<file path="src/rtl/uart_pkg.sv">
// Shared types and constants for the streaming UART transmitter.
// Holds the FSM state encoding, parity mode codes and bit-time helper.
package uart_pkg;

    typedef enum logic [2:0] {
        ST_IDLE,
        ST_START,
        ST_DATA,
        ST_PARITY,
        ST_STOP
    } uart_state_t;

    localparam int PAR_NONE = 0;
    localparam int PAR_ODD  = 1;
    localparam int PAR_EVEN = 2;

    // Clock cycles per line bit; clamped so a misconfigured baud never yields a zero-length bit.
    function automatic int cycles_per_bit(input int clk_hz, input int baud);
        int c;
        c = clk_hz / baud;
        return (c < 1) ? 1 : c;
    endfunction

endpackage

</file>
<file path="src/rtl/uart_tx_stream_if.sv">
// Valid/ready word stream feeding the UART transmitter FIFO.
// The producer drives data and valid; the transmitter answers with ready.
interface uart_tx_stream_if #(
    parameter int DATA_BITS = 8
);
    logic [DATA_BITS-1:0] tx_data;
    logic                 tx_valid;
    logic                 tx_ready;

    modport master (
        output tx_data,
        output tx_valid,
        input  tx_ready
    );

    modport slave (
        input  tx_data,
        input  tx_valid,
        output tx_ready
    );
endinterface

</file>
<file path="src/rtl/sync_fifo.sv">
// Single-clock FIFO with power-of-two depth and a registered read port.
// pop_data is updated on the edge that pops and holds until the next pop.
module sync_fifo #(
    parameter int WIDTH = 8,
    parameter int DEPTH = 16
) (
    input  logic                     clk,
    input  logic                     reset,
    input  logic                     push,
    input  logic [WIDTH-1:0]         push_data,
    input  logic                     pop,
    output logic [WIDTH-1:0]         pop_data,
    output logic                     full,
    output logic                     empty,
    output logic [$clog2(DEPTH):0]   count
);
    localparam int AW = $clog2(DEPTH);
    localparam int CW = AW + 1;

    logic [WIDTH-1:0] mem [DEPTH];
    logic [AW-1:0]    wr_ptr_reg;
    logic [AW-1:0]    rd_ptr_reg;
    logic [CW-1:0]    count_reg;
    logic [WIDTH-1:0] pop_data_reg;
    logic             push_en;
    logic             pop_en;

    assign full     = (count_reg == CW'(DEPTH));
    assign empty    = (count_reg == '0);
    assign push_en  = push && !full;
    assign pop_en   = pop && !empty;
    assign count    = count_reg;
    assign pop_data = pop_data_reg;

    // Storage has no reset so it maps onto block/distributed RAM.
    always_ff @(posedge clk) begin
        if (push_en) begin
            mem[wr_ptr_reg] <= push_data;
        end
    end

    // Pointers are exactly AW bits wide, so they wrap modulo DEPTH for free.
    always_ff @(posedge clk) begin
        if (reset) begin
            wr_ptr_reg   <= '0;
            rd_ptr_reg   <= '0;
            count_reg    <= '0;
            pop_data_reg <= '0;
        end else begin
            if (push_en) begin
                wr_ptr_reg <= wr_ptr_reg + 1'b1;
            end
            if (pop_en) begin
                rd_ptr_reg   <= rd_ptr_reg + 1'b1;
                pop_data_reg <= mem[rd_ptr_reg];
            end
            case ({push_en, pop_en})
                2'b10:   count_reg <= count_reg + 1'b1;
                2'b01:   count_reg <= count_reg - 1'b1;
                default: count_reg <= count_reg;
            endcase
        end
    end

endmodule

</file>
<file path="src/rtl/uart_tx_stream.sv">
// FIFO-buffered UART transmitter: start, DATA_BITS data, optional parity, stop bits.
// tx_out is registered from the current state, so the line trails the FSM by one clock.
module uart_tx_stream
    import uart_pkg::*;
#(
    parameter int CLK_HZ     = 100000000,
    parameter int BAUD       = 9600,
    parameter int DATA_BITS  = 8,
    parameter int PARITY     = 0,
    parameter int STOP_BITS  = 1,
    parameter int MSB_FIRST  = 0,
    parameter int FIFO_DEPTH = 16
) (
    input  logic                          clk,
    input  logic                          reset,
    uart_tx_stream_if.slave               s,
    output logic                          tx_out,
    output logic                          busy,
    output logic [$clog2(FIFO_DEPTH):0]   fifo_count
);
    localparam int CYCLES      = cycles_per_bit(CLK_HZ, BAUD);
    localparam int STOP_CYCLES = STOP_BITS * CYCLES;
    localparam int CYC_W       = $clog2(STOP_CYCLES + 1);
    localparam int BIT_W       = $clog2(DATA_BITS + 1);
    localparam int CW          = $clog2(FIFO_DEPTH) + 1;

    localparam logic [CYC_W-1:0] BIT_LAST_CYC  = CYC_W'(CYCLES - 1);
    localparam logic [CYC_W-1:0] STOP_LAST_CYC = CYC_W'(STOP_CYCLES - 1);
    localparam logic [BIT_W-1:0] LAST_BIT      = BIT_W'(DATA_BITS - 1);

    uart_state_t          state_reg, state_next;
    logic [CYC_W-1:0]     cyc_cnt_reg, cyc_cnt_next;
    logic [BIT_W-1:0]     bit_cnt_reg, bit_cnt_next;
    logic [DATA_BITS-1:0] shift_reg, shift_next;
    logic                 parity_reg, parity_next;
    logic                 tx_out_reg;
    logic                 line_bit;
    logic                 pop;
    logic [DATA_BITS-1:0] head_data;
    logic [DATA_BITS-1:0] head_ordered;
    logic                 fifo_full;
    logic                 fifo_empty;
    logic [CW-1:0]        count;

    sync_fifo #(
        .WIDTH (DATA_BITS),
        .DEPTH (FIFO_DEPTH)
    ) u_fifo (
        .clk       (clk),
        .reset     (reset),
        .push      (s.tx_valid),
        .push_data (s.tx_data),
        .pop       (pop),
        .pop_data  (head_data),
        .full      (fifo_full),
        .empty     (fifo_empty),
        .count     (count)
    );

    // Reorder the popped word once so the shifter always sends bit 0 next.
    for (genvar gi = 0; gi < DATA_BITS; gi++) begin : g_order
        assign head_ordered[gi] = (MSB_FIRST != 0) ? head_data[DATA_BITS-1-gi] : head_data[gi];
    end

    assign s.tx_ready = !fifo_full;
    assign fifo_count = count;
    assign tx_out     = tx_out_reg;
    assign busy       = (state_reg != ST_IDLE);

    always_ff @(posedge clk) begin
        if (reset) begin
            state_reg   <= ST_IDLE;
            cyc_cnt_reg <= '0;
            bit_cnt_reg <= '0;
            shift_reg   <= '0;
            parity_reg  <= 1'b0;
            tx_out_reg  <= 1'b1;
        end else begin
            state_reg   <= state_next;
            cyc_cnt_reg <= cyc_cnt_next;
            bit_cnt_reg <= bit_cnt_next;
            shift_reg   <= shift_next;
            parity_reg  <= parity_next;
            tx_out_reg  <= line_bit;
        end
    end

    // The FIFO read is registered, so the popped word is only valid from the
    // cycle after the pop; it is latched into the shifter at the end of START.
    always_comb begin
        state_next   = state_reg;
        cyc_cnt_next = cyc_cnt_reg;
        bit_cnt_next = bit_cnt_reg;
        shift_next   = shift_reg;
        parity_next  = parity_reg;
        pop          = 1'b0;
        line_bit     = 1'b1;

        case (state_reg)
            ST_IDLE: begin
                cyc_cnt_next = '0;
                bit_cnt_next = '0;
                if (!fifo_empty) begin
                    pop        = 1'b1;
                    state_next = ST_START;
                end
            end

            ST_START: begin
                line_bit = 1'b0;
                if (cyc_cnt_reg == BIT_LAST_CYC) begin
                    cyc_cnt_next = '0;
                    bit_cnt_next = '0;
                    shift_next   = head_ordered;
                    parity_next  = (^head_data) ^ (PARITY == PAR_ODD);
                    state_next   = ST_DATA;
                end else begin
                    cyc_cnt_next = cyc_cnt_reg + 1'b1;
                end
            end

            ST_DATA: begin
                line_bit = shift_reg[0];
                if (cyc_cnt_reg == BIT_LAST_CYC) begin
                    cyc_cnt_next = '0;
                    shift_next   = shift_reg >> 1;
                    if (bit_cnt_reg == LAST_BIT) begin
                        bit_cnt_next = '0;
                        state_next   = (PARITY != PAR_NONE) ? ST_PARITY : ST_STOP;
                    end else begin
                        bit_cnt_next = bit_cnt_reg + 1'b1;
                    end
                end else begin
                    cyc_cnt_next = cyc_cnt_reg + 1'b1;
                end
            end

            ST_PARITY: begin
                line_bit = parity_reg;
                if (cyc_cnt_reg == BIT_LAST_CYC) begin
                    cyc_cnt_next = '0;
                    state_next   = ST_STOP;
                end else begin
                    cyc_cnt_next = cyc_cnt_reg + 1'b1;
                end
            end

            ST_STOP: begin
                line_bit = 1'b1;
                if (cyc_cnt_reg == STOP_LAST_CYC) begin
                    cyc_cnt_next = '0;
                    // Chain straight into the next frame so queued words leave with no idle gap.
                    if (!fifo_empty) begin
                        pop        = 1'b1;
                        state_next = ST_START;
                    end else begin
                        state_next = ST_IDLE;
                    end
                end else begin
                    cyc_cnt_next = cyc_cnt_reg + 1'b1;
                end
            end

            default: begin
                state_next = ST_IDLE;
            end
        endcase
    end

endmodule
</file>
<file path="src/flat_wrapper.sv">
// flat-port wrapper written by rule: the top's interface ports become plain ports
module uart_tx_stream_flat import uart_pkg::*;
#(
    parameter int CLK_HZ     = 100000000,
    parameter int BAUD       = 9600,
    parameter int DATA_BITS  = 8,
    parameter int PARITY     = 0,
    parameter int STOP_BITS  = 1,
    parameter int MSB_FIRST  = 0,
    parameter int FIFO_DEPTH = 16
)
  (clk, reset, tx_out, busy, fifo_count, s_tx_data, s_tx_valid, s_tx_ready);
  uart_tx_stream_if #(.DATA_BITS(DATA_BITS)) s_i ();
  input  logic clk;
  input  logic reset;
  output logic tx_out;
  output logic busy;
  output logic [$clog2(FIFO_DEPTH):0] fifo_count;
  input wire logic [$bits(s_i.tx_data)-1:0] s_tx_data;
  input wire logic [$bits(s_i.tx_valid)-1:0] s_tx_valid;
  output wire logic [$bits(s_i.tx_ready)-1:0] s_tx_ready;
  assign s_i.tx_data = s_tx_data;
  assign s_i.tx_valid = s_tx_valid;
  assign s_tx_ready = s_i.tx_ready;
  uart_tx_stream #(.CLK_HZ(CLK_HZ), .BAUD(BAUD), .DATA_BITS(DATA_BITS), .PARITY(PARITY), .STOP_BITS(STOP_BITS), .MSB_FIRST(MSB_FIRST), .FIFO_DEPTH(FIFO_DEPTH)) u_core (.clk(clk), .reset(reset), .s(s_i), .tx_out(tx_out), .busy(busy), .fifo_count(fifo_count));
endmodule
</file>
<file path="config.mk">
export PLATFORM = sky130hd
export DESIGN_NAME = uart_tx_stream_flat
export DESIGN_NICKNAME = d
export VERILOG_FILES = /design/src/rtl/uart_pkg.sv /design/src/rtl/uart_tx_stream_if.sv /design/src/rtl/sync_fifo.sv /design/src/rtl/uart_tx_stream.sv /design/src/flat_wrapper.sv
export SDC_FILE = /design/constraint.sdc
export NUM_CORES = 1
export LEC_CHECK = 0
export CORE_ASPECT_RATIO = 0.9
export CORE_MARGIN = 5
export CORE_UTILIZATION = 32
export CTS_CLUSTER_DIAMETER = 80
export DETAILED_ROUTE_END_ITERATION = 12
export SLEW_MARGIN = 25
export SYNTH_ARGS = -nofsm -noshare
export SYNTH_HDL_FRONTEND = slang
export SYNTH_SLANG_ARGS = --single-unit
</file>
<file path="constraint.sdc">
create_clock -name clk -period 4.05 [get_ports clk]
set_clock_uncertainty 0.2 [all_clocks]
set_input_delay 0.81 -clock clk [delete_from_list [all_inputs] [get_ports clk]]
set_output_delay 0.81 -clock clk [all_outputs]
set_load 0.02 [all_outputs]
</file>
==> results of run 1 <==
placed cells by master (no fill, tap or decap), drive strengths merged, types with 3 or more instances in the layout:
| cell | Yosys | layout |
|---|---|---|
| and3 | 3 | 3 |
| a21o | 3 | 3 |
| ha | 11 | 11 |
| xnor2 | 11 | 11 |
| o31ai | 3 | 3 |
| nand2 | 31 | 31 |
| and2 | 3 | 3 |
| inv | 14 | 20 |
| or3 | 5 | 5 |
| a22oi | 18 | 18 |
| nand4 | 5 | 5 |
| clkbuf | 15 | 17 |
| nor2b | 5 | 5 |
| mux2i | 26 | 26 |
| buf | 18 | 17 |
| mux4 | 28 | 28 |
| a311oi | 8 | 8 |
| a31oi | 4 | 4 |
| nor3 | 11 | 11 |
| mux2 | 9 | 9 |
| nor2 | 52 | 52 |
| nand3 | 7 | 7 |
| dfxtp | 52 | 52 |
| o21ai | 9 | 9 |
| clkdlybuf4s50 | 0 | 17 |
| nand2b | 5 | 5 |
| clkinv | 0 | 8 |
| a21oi | 24 | 24 |
| edfxtp | 128 | 128 |
| xor2 | 4 | 4 |
worst min-delay path, cell delays in order (launching register included):
cell,delay [ps]
dfxtp_1,310
nand2b_1,60
a21oi_1,50
metrics by stage:
step / setup slack [ps] / instance area [um^2] / cells / util, % / hold slack, ps
after floorplan: 595 / 7700 / 540 / - / 243
after global placement: 625 / 8210 / 843 / 34.9 / 259
after detailed placement: 436 / 8210 / 843 / 34.9 / 260
after CTS: 412 / 8830 / 875 / 37.5 / 270
after global routing: 175 / 8830 / 875 / 37.5 / 290
final: 396 / 8830 / 875 / 37.5 / 267
layout make-up:
cell class	instances	area, um^2
clock buffer	17	425
multi-input combinational	313	2580
fill	2172	14700
tap	302	378
clock inverter	15	198
inverter	14	52.6
timing repair buffer	34	308
sequential	180	4890
how the worst max path moves through the flow:
stage	startpoint	endpoint	slack, ps	cells after the start
floorplan	u_core.cyc_cnt_reg[0]	u_core.u_fifo.count[4]	590	13
global placement	u_core.cyc_cnt_reg[0]	u_core.u_fifo.count[4]	620	12
detailed placement	u_core.cyc_cnt_reg[0]	u_core.u_fifo.count[4]	440	12
CTS	u_core.cyc_cnt_reg[0]	u_core.u_fifo.count[4]	410	12
global route	u_core.cyc_cnt_reg[0]	u_core.u_fifo.count[4]	170	12
finish	u_core.cyc_cnt_reg[0]	u_core.u_fifo.count[4]	400	12
cells by family (layout without fill, tap and decap cells):
kind of cell / after synthesis / after routing / synth area share, %
AO/OA/AOI/OAI: 80 / 80 / 7.23
XOR/XNOR: 15 / 15 / 1.71
adder cells (fa/ha/maj): 12 / 12 / 2.05
buffers and inverters: 47 / 80 / 3.02
flip-flops: 180 / 180 / 63.5
multiplexers: 63 / 63 / 12.9
AND/OR/NAND/NOR: 143 / 143 / 9.64
power breakdown:
part | switching, uW | leakage (uW) | internal [uW]
sequential | 136 | 0.00158 | 2080
combinational | 677 | 0.000980 | 621
clock | 826 | 0.000297 | 846
total | 1640 | 0.00286 | 3550
layer usage:
metal	global-route usage, %	share of wire (%)	wire length (um)
met5	0	0	0
met4	3.65	1.0	162
met3	2.83	5.6	885
met2	19.4	48	7630
met1	15.8	45	7100
==> impl_metrics.py, run 1 <==
metrics = {
    "run_status": {
        "status": "finished clean",
    },
    "drt": {
        "num_vias": 4410,
        "drc": 0,
        "drt_first_pass_iters": 5,
        "drt_iter0_drc": 263,
        "wl_per_cell_um": 18.0,
        "vias_per_cell": 5.04,
        "ant_nets": 0,
        "wl_um": 15800,
    },
    "synth": {
        "synth.yosys.seq_area_share_pct": 63.5,
        "synthTopCellsByArea": "edfxtp_1 50%, dfxtp_1 14%, mux4_2 8.2%",
        "synth_area_per_cell_um2": 14.3,
        "yosys.area.top_type_share_pct": 49.9,
        "async_flop_share_pct": 0,
        "syn-num-nets": 563,
        "synth_edf_count": 128,
        "synth_common_cells": "128 x edfxtp_1, 52 x dfxtp_1, 52 x nor2_1, 31 x nand2_1, 28 x mux4_2",
        "ys_warn_count": 0,
        "synth_largest_area_cell": "edfxtp_1",
        "ys_ff_latch": 180,
        "synth.distinct_cells": 58,
        "yosysMostFrequentCell": "edfxtp_1",
        "synthesis.instances": 540,
        "synthFlopType": "edfxtp_1",
        "synth_area_mm2": 0.00770,
    },
    "setup_path": {
        "r2r_end": "u_core.u_fifo.count[4]",
        "cpPeakStageDelay_ps": 400,
        "arrival_ps": 3810,
        "cpMostUsedCell": "ha_1",
        "ff2ff_setup_slack_ps": 400,
        "reg2reg_from": "u_core.cyc_cnt_reg[0]",
        "cp.required_ps": 4210,
        "path_max_fanout": 11,
        "r2r.worst_path.cells": 12,
        "startpoint_type": "flop",
        "worst_path_dominant_cell_family": "simple AND/OR/NAND/NOR gates",
        "crit_buf_inv": 1,
        "slowest_stage": "or4_1",
        "cp-end-kind": "flop",
        "crit_chain": "ha_1 -> and4_2 -> nand4_4 -> a221oi_4 -> ha_1 -> inv_1 -> fa_1 -> nor2b_1 -> o21ai_0 -> and3_1 -> or4_1 -> a21oi_1",
        "path_class": "flop to flop",
    },
    "place": {
        "numPortBuffers": 18,
        "dpl.hpwl_um": 10300,
        "gp_congestion": 0.739,
    },
    "global_route": {
        "grt_pass1_wl_um": 25300,
        "gr-total-overflow": 0,
        "antenna_found_initial": 0,
        "grt_max_degree": 37,
        "track_usage_pct": 11.9,
        "grt_pass1_vias": 4516,
    },
    "cells_and_area": {
        "layout.nets": 583,
        "largest_register_ff_count": 128,
        "diodes": 0,
        "area_growth_pct": 14.7,
        "final_layout_size_suffix_gt1_share_pct": 16.8,
    },
    "power": {
        "total_leakage_power_uw": 0.00286,
        "peakVddDrop_uv": 274,
        "p_total_uw": 5190,
        "powerDensity_mw_per_mm2": 587,
    },
    "timing": {
        "hold_violations": 0,
        "post-route-period-util_pct": 90.2,
        "finalSetupTns_ps": 0,
        "rsz0062_at_grt": "false",
        "tightestPinTransition_ps": 1020,
        "relSlewSlack_pct": 31.9,
        "setup_viol": 0,
        "min_period_ps": 3650,
        "slew_violations": 0,
        "max_freq_ghz": 0.274,
    },
    "clock_tree": {
        "worst_skew_pair.late_latency_ps": 440,
        "cts_setup_buffers": 0,
        "cts_root_buf": "clkbuf_16",
        "clock_path_buffers": 2,
        "cts_resized": 0,
        "clk_pin_slew_worst_paths_ps": 80,
        "cts_max_level": 4,
        "numClockSinks": 180,
        "cts_tree": "done",
        "hold_buffers": 0,
        "numCtsBuffers": 17,
    },
    "die": {
        "ios": 19,
        "die_area_mm2": 0.0273,
        "dieWidth_um": 173,
        "coreArea_mm2": 0.0235,
        "die_h_um": 157,
        "core.rowCount": 53,
        "start_util_pct": 32.7,
    },
    "worst_hold_path": {
        "hold_path_startpoint": "u_core.shift_reg[7]",
        "hold_path_class": "flop to flop",
        "min_to": "u_core.shift_reg[7]",
        "holdPathStages": 2,
    },
    "flow_run": {
        "cap_viol_max_count": 0,
    },
}
(Power assumes the default switching activity.)
==> inputs of run 2 (changes only) <==
Settings changed: CORE_MARGIN 5 to default.
==> run 2 against run 1 <==
Compared with the run above: cell count decreased by 0.34%; non-clock buffer count is 3 lower; total power shrank 0.97%; design area shrank 0.75%; sequential share of layout area is 0.40 points higher; clock power shrank 4%; wire length down 0.13%; global-route usage is 1.8 points higher; via count increased by 1.0%; critical path depth unchanged; die area shrank 9.5%; flip-flop and latch count unchanged; largest cell class unchanged.
==> impl_metrics.py, run 2 (same netlist as run 1, synthesis figures left out) <==
metrics = {
    "run_status": {
        "status": "finished clean",
    },
    "worst_hold_path": {
        "hold_path_startpoint": "u_core.shift_reg[7]",
        "holdPathStages": 2,
        "hold_path_class": "flop to flop",
        "min_to": "u_core.shift_reg[7]",
    },
    "setup_path": {
        "r2r_end": "u_core.u_fifo.count[4]",
        "startpoint": "u_core.cyc_cnt_reg[0]",
        "cp-end-kind": "flop",
        "startpoint_type": "flop",
        "crit_chain": "ha_1 -> and4_2 -> nand4_4 -> a221oi_4 -> ha_1 -> inv_1 -> fa_1 -> nor2b_1 -> o21ai_0 -> and3_1 -> or4_1 -> a21oi_1",
        "worst_path_dominant_cell_family": "simple AND/OR/NAND/NOR gates",
        "cp.required_ps": 4210,
        "ff2ff_setup_slack_ps": 430,
        "path_class": "flop to flop",
        "r2r.worst_path.cells": 12,
        "worst-path-stages": 12,
        "crit_buf_inv": 1,
        "reg2reg_from": "u_core.cyc_cnt_reg[0]",
        "path_max_fanout": 11,
        "slowest_stage": "fa_1",
        "cpMostUsedCell": "ha_1",
        "cpPeakStageDelay_ps": 390,
        "arrival_ps": 3780,
    },
    "place": {
        "gp_congestion": 0.790,
        "dp.cells": 840,
        "placed_cell_area_mm2": 0.00818,
        "numPortBuffers": 18,
        "dpl.hpwl_um": 10200,
    },
    "cells_and_area": {
        "layout.nets": 580,
        "final_layout_size_suffix_gt1_share_pct": 16.1,
        "area_growth_pct": 13.8,
        "diodes": 0,
        "largest_register_ff_count": 128,
        "most-common-layout-cells": "128 x edfxtp_1, 52 x nor2_1, 51 x dfxtp_1",
        "stdcell_area_mm2": 0.00876,
        "mostFrequentLayoutCell": "edfxtp_1",
        "fin_cells": 872,
    },
    "clock_tree": {
        "numCtsBuffers": 17,
        "hold_buffers": 0,
        "cts_root_buf": "clkbuf_16",
        "cts_max_level": 4,
        "clock_path_buffers": 2,
        "cts_resized": 0,
        "cts_tree": "done",
        "clk_pin_slew_worst_paths_ps": 70,
        "numClockSinks": 180,
        "worst_skew_pair.late_latency_ps": 440,
        "cts_setup_buffers": 0,
    },
    "power": {
        "sequentialPowerShare_pct": 43.2,
        "powerDensity_mw_per_mm2": 586,
        "p_total_uw": 5140,
        "switchingPower_uw": 1600,
        "combPwrFrac_pct": 25.4,
        "pwr-share-clk_pct": 31.4,
        "swShare_pct": 31.1,
        "total_leakage_power_uw": 0.00283,
        "peakVddDrop_uv": 261,
        "p_int_uw": 3540,
    },
    "die": {
        "die_h_um": 149,
        "core.rowCount": 53,
        "ios": 19,
        "die_area_mm2": 0.0247,
        "coreArea_mm2": 0.0235,
        "dieWidth_um": 165,
        "start_util_pct": 32.8,
    },
    "flow_run": {
        "cap_viol_max_count": 0,
    },
    "timing": {
        "setup_viol": 0,
        "tightestPinTransition_ps": 817,
        "post-route-period-util_pct": 89.3,
        "hold_violations": 0,
        "min_period_ps": 3620,
        "rsz0062_at_grt": "false",
        "hold-worst-slack_ps": 288,
        "relSlewSlack_pct": 45.3,
        "slew_violations": 0,
        "finalSetupTns_ps": 0,
        "max_freq_ghz": 0.276,
    },
    "drt": {
        "wl_per_cell_um": 18.1,
        "drc": 0,
        "wl_um": 15800,
        "num_vias": 4455,
        "vias_per_cell": 5.11,
        "drt_first_pass_iters": 5,
        "drt_iter0_drc": 317,
        "ant_nets": 0,
    },
    "global_route": {
        "grt_pass1_wl_um": 25000,
        "track_usage_pct": 13.6,
        "grt_max_degree": 35,
        "grt_pass1_vias": 4452,
        "gr-total-overflow": 0,
        "antenna_found_initial": 0,
    },
}
[run 2: cell types whose count changed in the layout (fill, tap and decap cells not counted), sizes merged]
| cell | change |
|---|---|
| buf | -3 |
| clkinv | -2 |
| inv | +2 |
[run 2: how the worst max path moves through the flow]
stage / endpoint
2_1_floorplan: u_core.u_fifo.count[4]
5_1_grt: u_core.u_fifo.count[4]
3_3_place_gp: u_core.u_fifo.count[4]
4_1_cts: u_core.u_fifo.count[4]
3_5_place_dp: u_core.u_fifo.count[4]
6_report: u_core.u_fifo.count[4]
[run 2: area by class of cell]
cell class,instances,area (um^2)
fill,2212,14700
inverter,14,52.6
timing repair buffer,31,285
clock buffer,17,425
sequential,180,4890
clock inverter,15,155
multi-input combinational,313,2580
tap,302,378
[run 2: layer usage]
layer	routed length [um]	up-vias	GRT usage, %
li1	-	2085	-
met1	7220	2242	18.5
met2	7590	115	21.8
met3	772	13	3.22
met4	170	0	3.73
met5	0	-	0
[run 2: power by group through the flow]
stage,combinational [uW],sequential (uW),clock (uW)
after floorplan,1020,2210,0
after global placement,1290,2250,0
after detailed placement,1320,2260,0
after CTS,1320,2220,1640
after global routing,1440,2240,1710
final,1310,2220,1610
[run 2: metrics by stage]
| step | utilization (%) | setup WS (ps) |
|---|---|---|
| CTS | 37.3 | 444 |
| detailed placement | 34.9 | 472 |
| global route | 37.3 | 149 |
| floorplan | - | 595 |
| global placement | 34.9 | 617 |
| finish | 37.3 | 431 |
[run 2: worst register-to-register path: stages (launching register included)]
cell and delay (ps):
dfxtp_1 370, ha_1 250, and4_2 330, nand4_4 240, a221oi_4 360, ha_1 260
inv_1 100, fa_1 390, nor2b_1 180, o21ai_0 130, and3_1 210, or4_1 390
a21oi_1 140
==> inputs of run 3 (changes only) <==
Settings changed: CAP_MARGIN from default to 5.
==> results of run 3 <==
Final layout, timing and power as in run 2 (identical DEF).
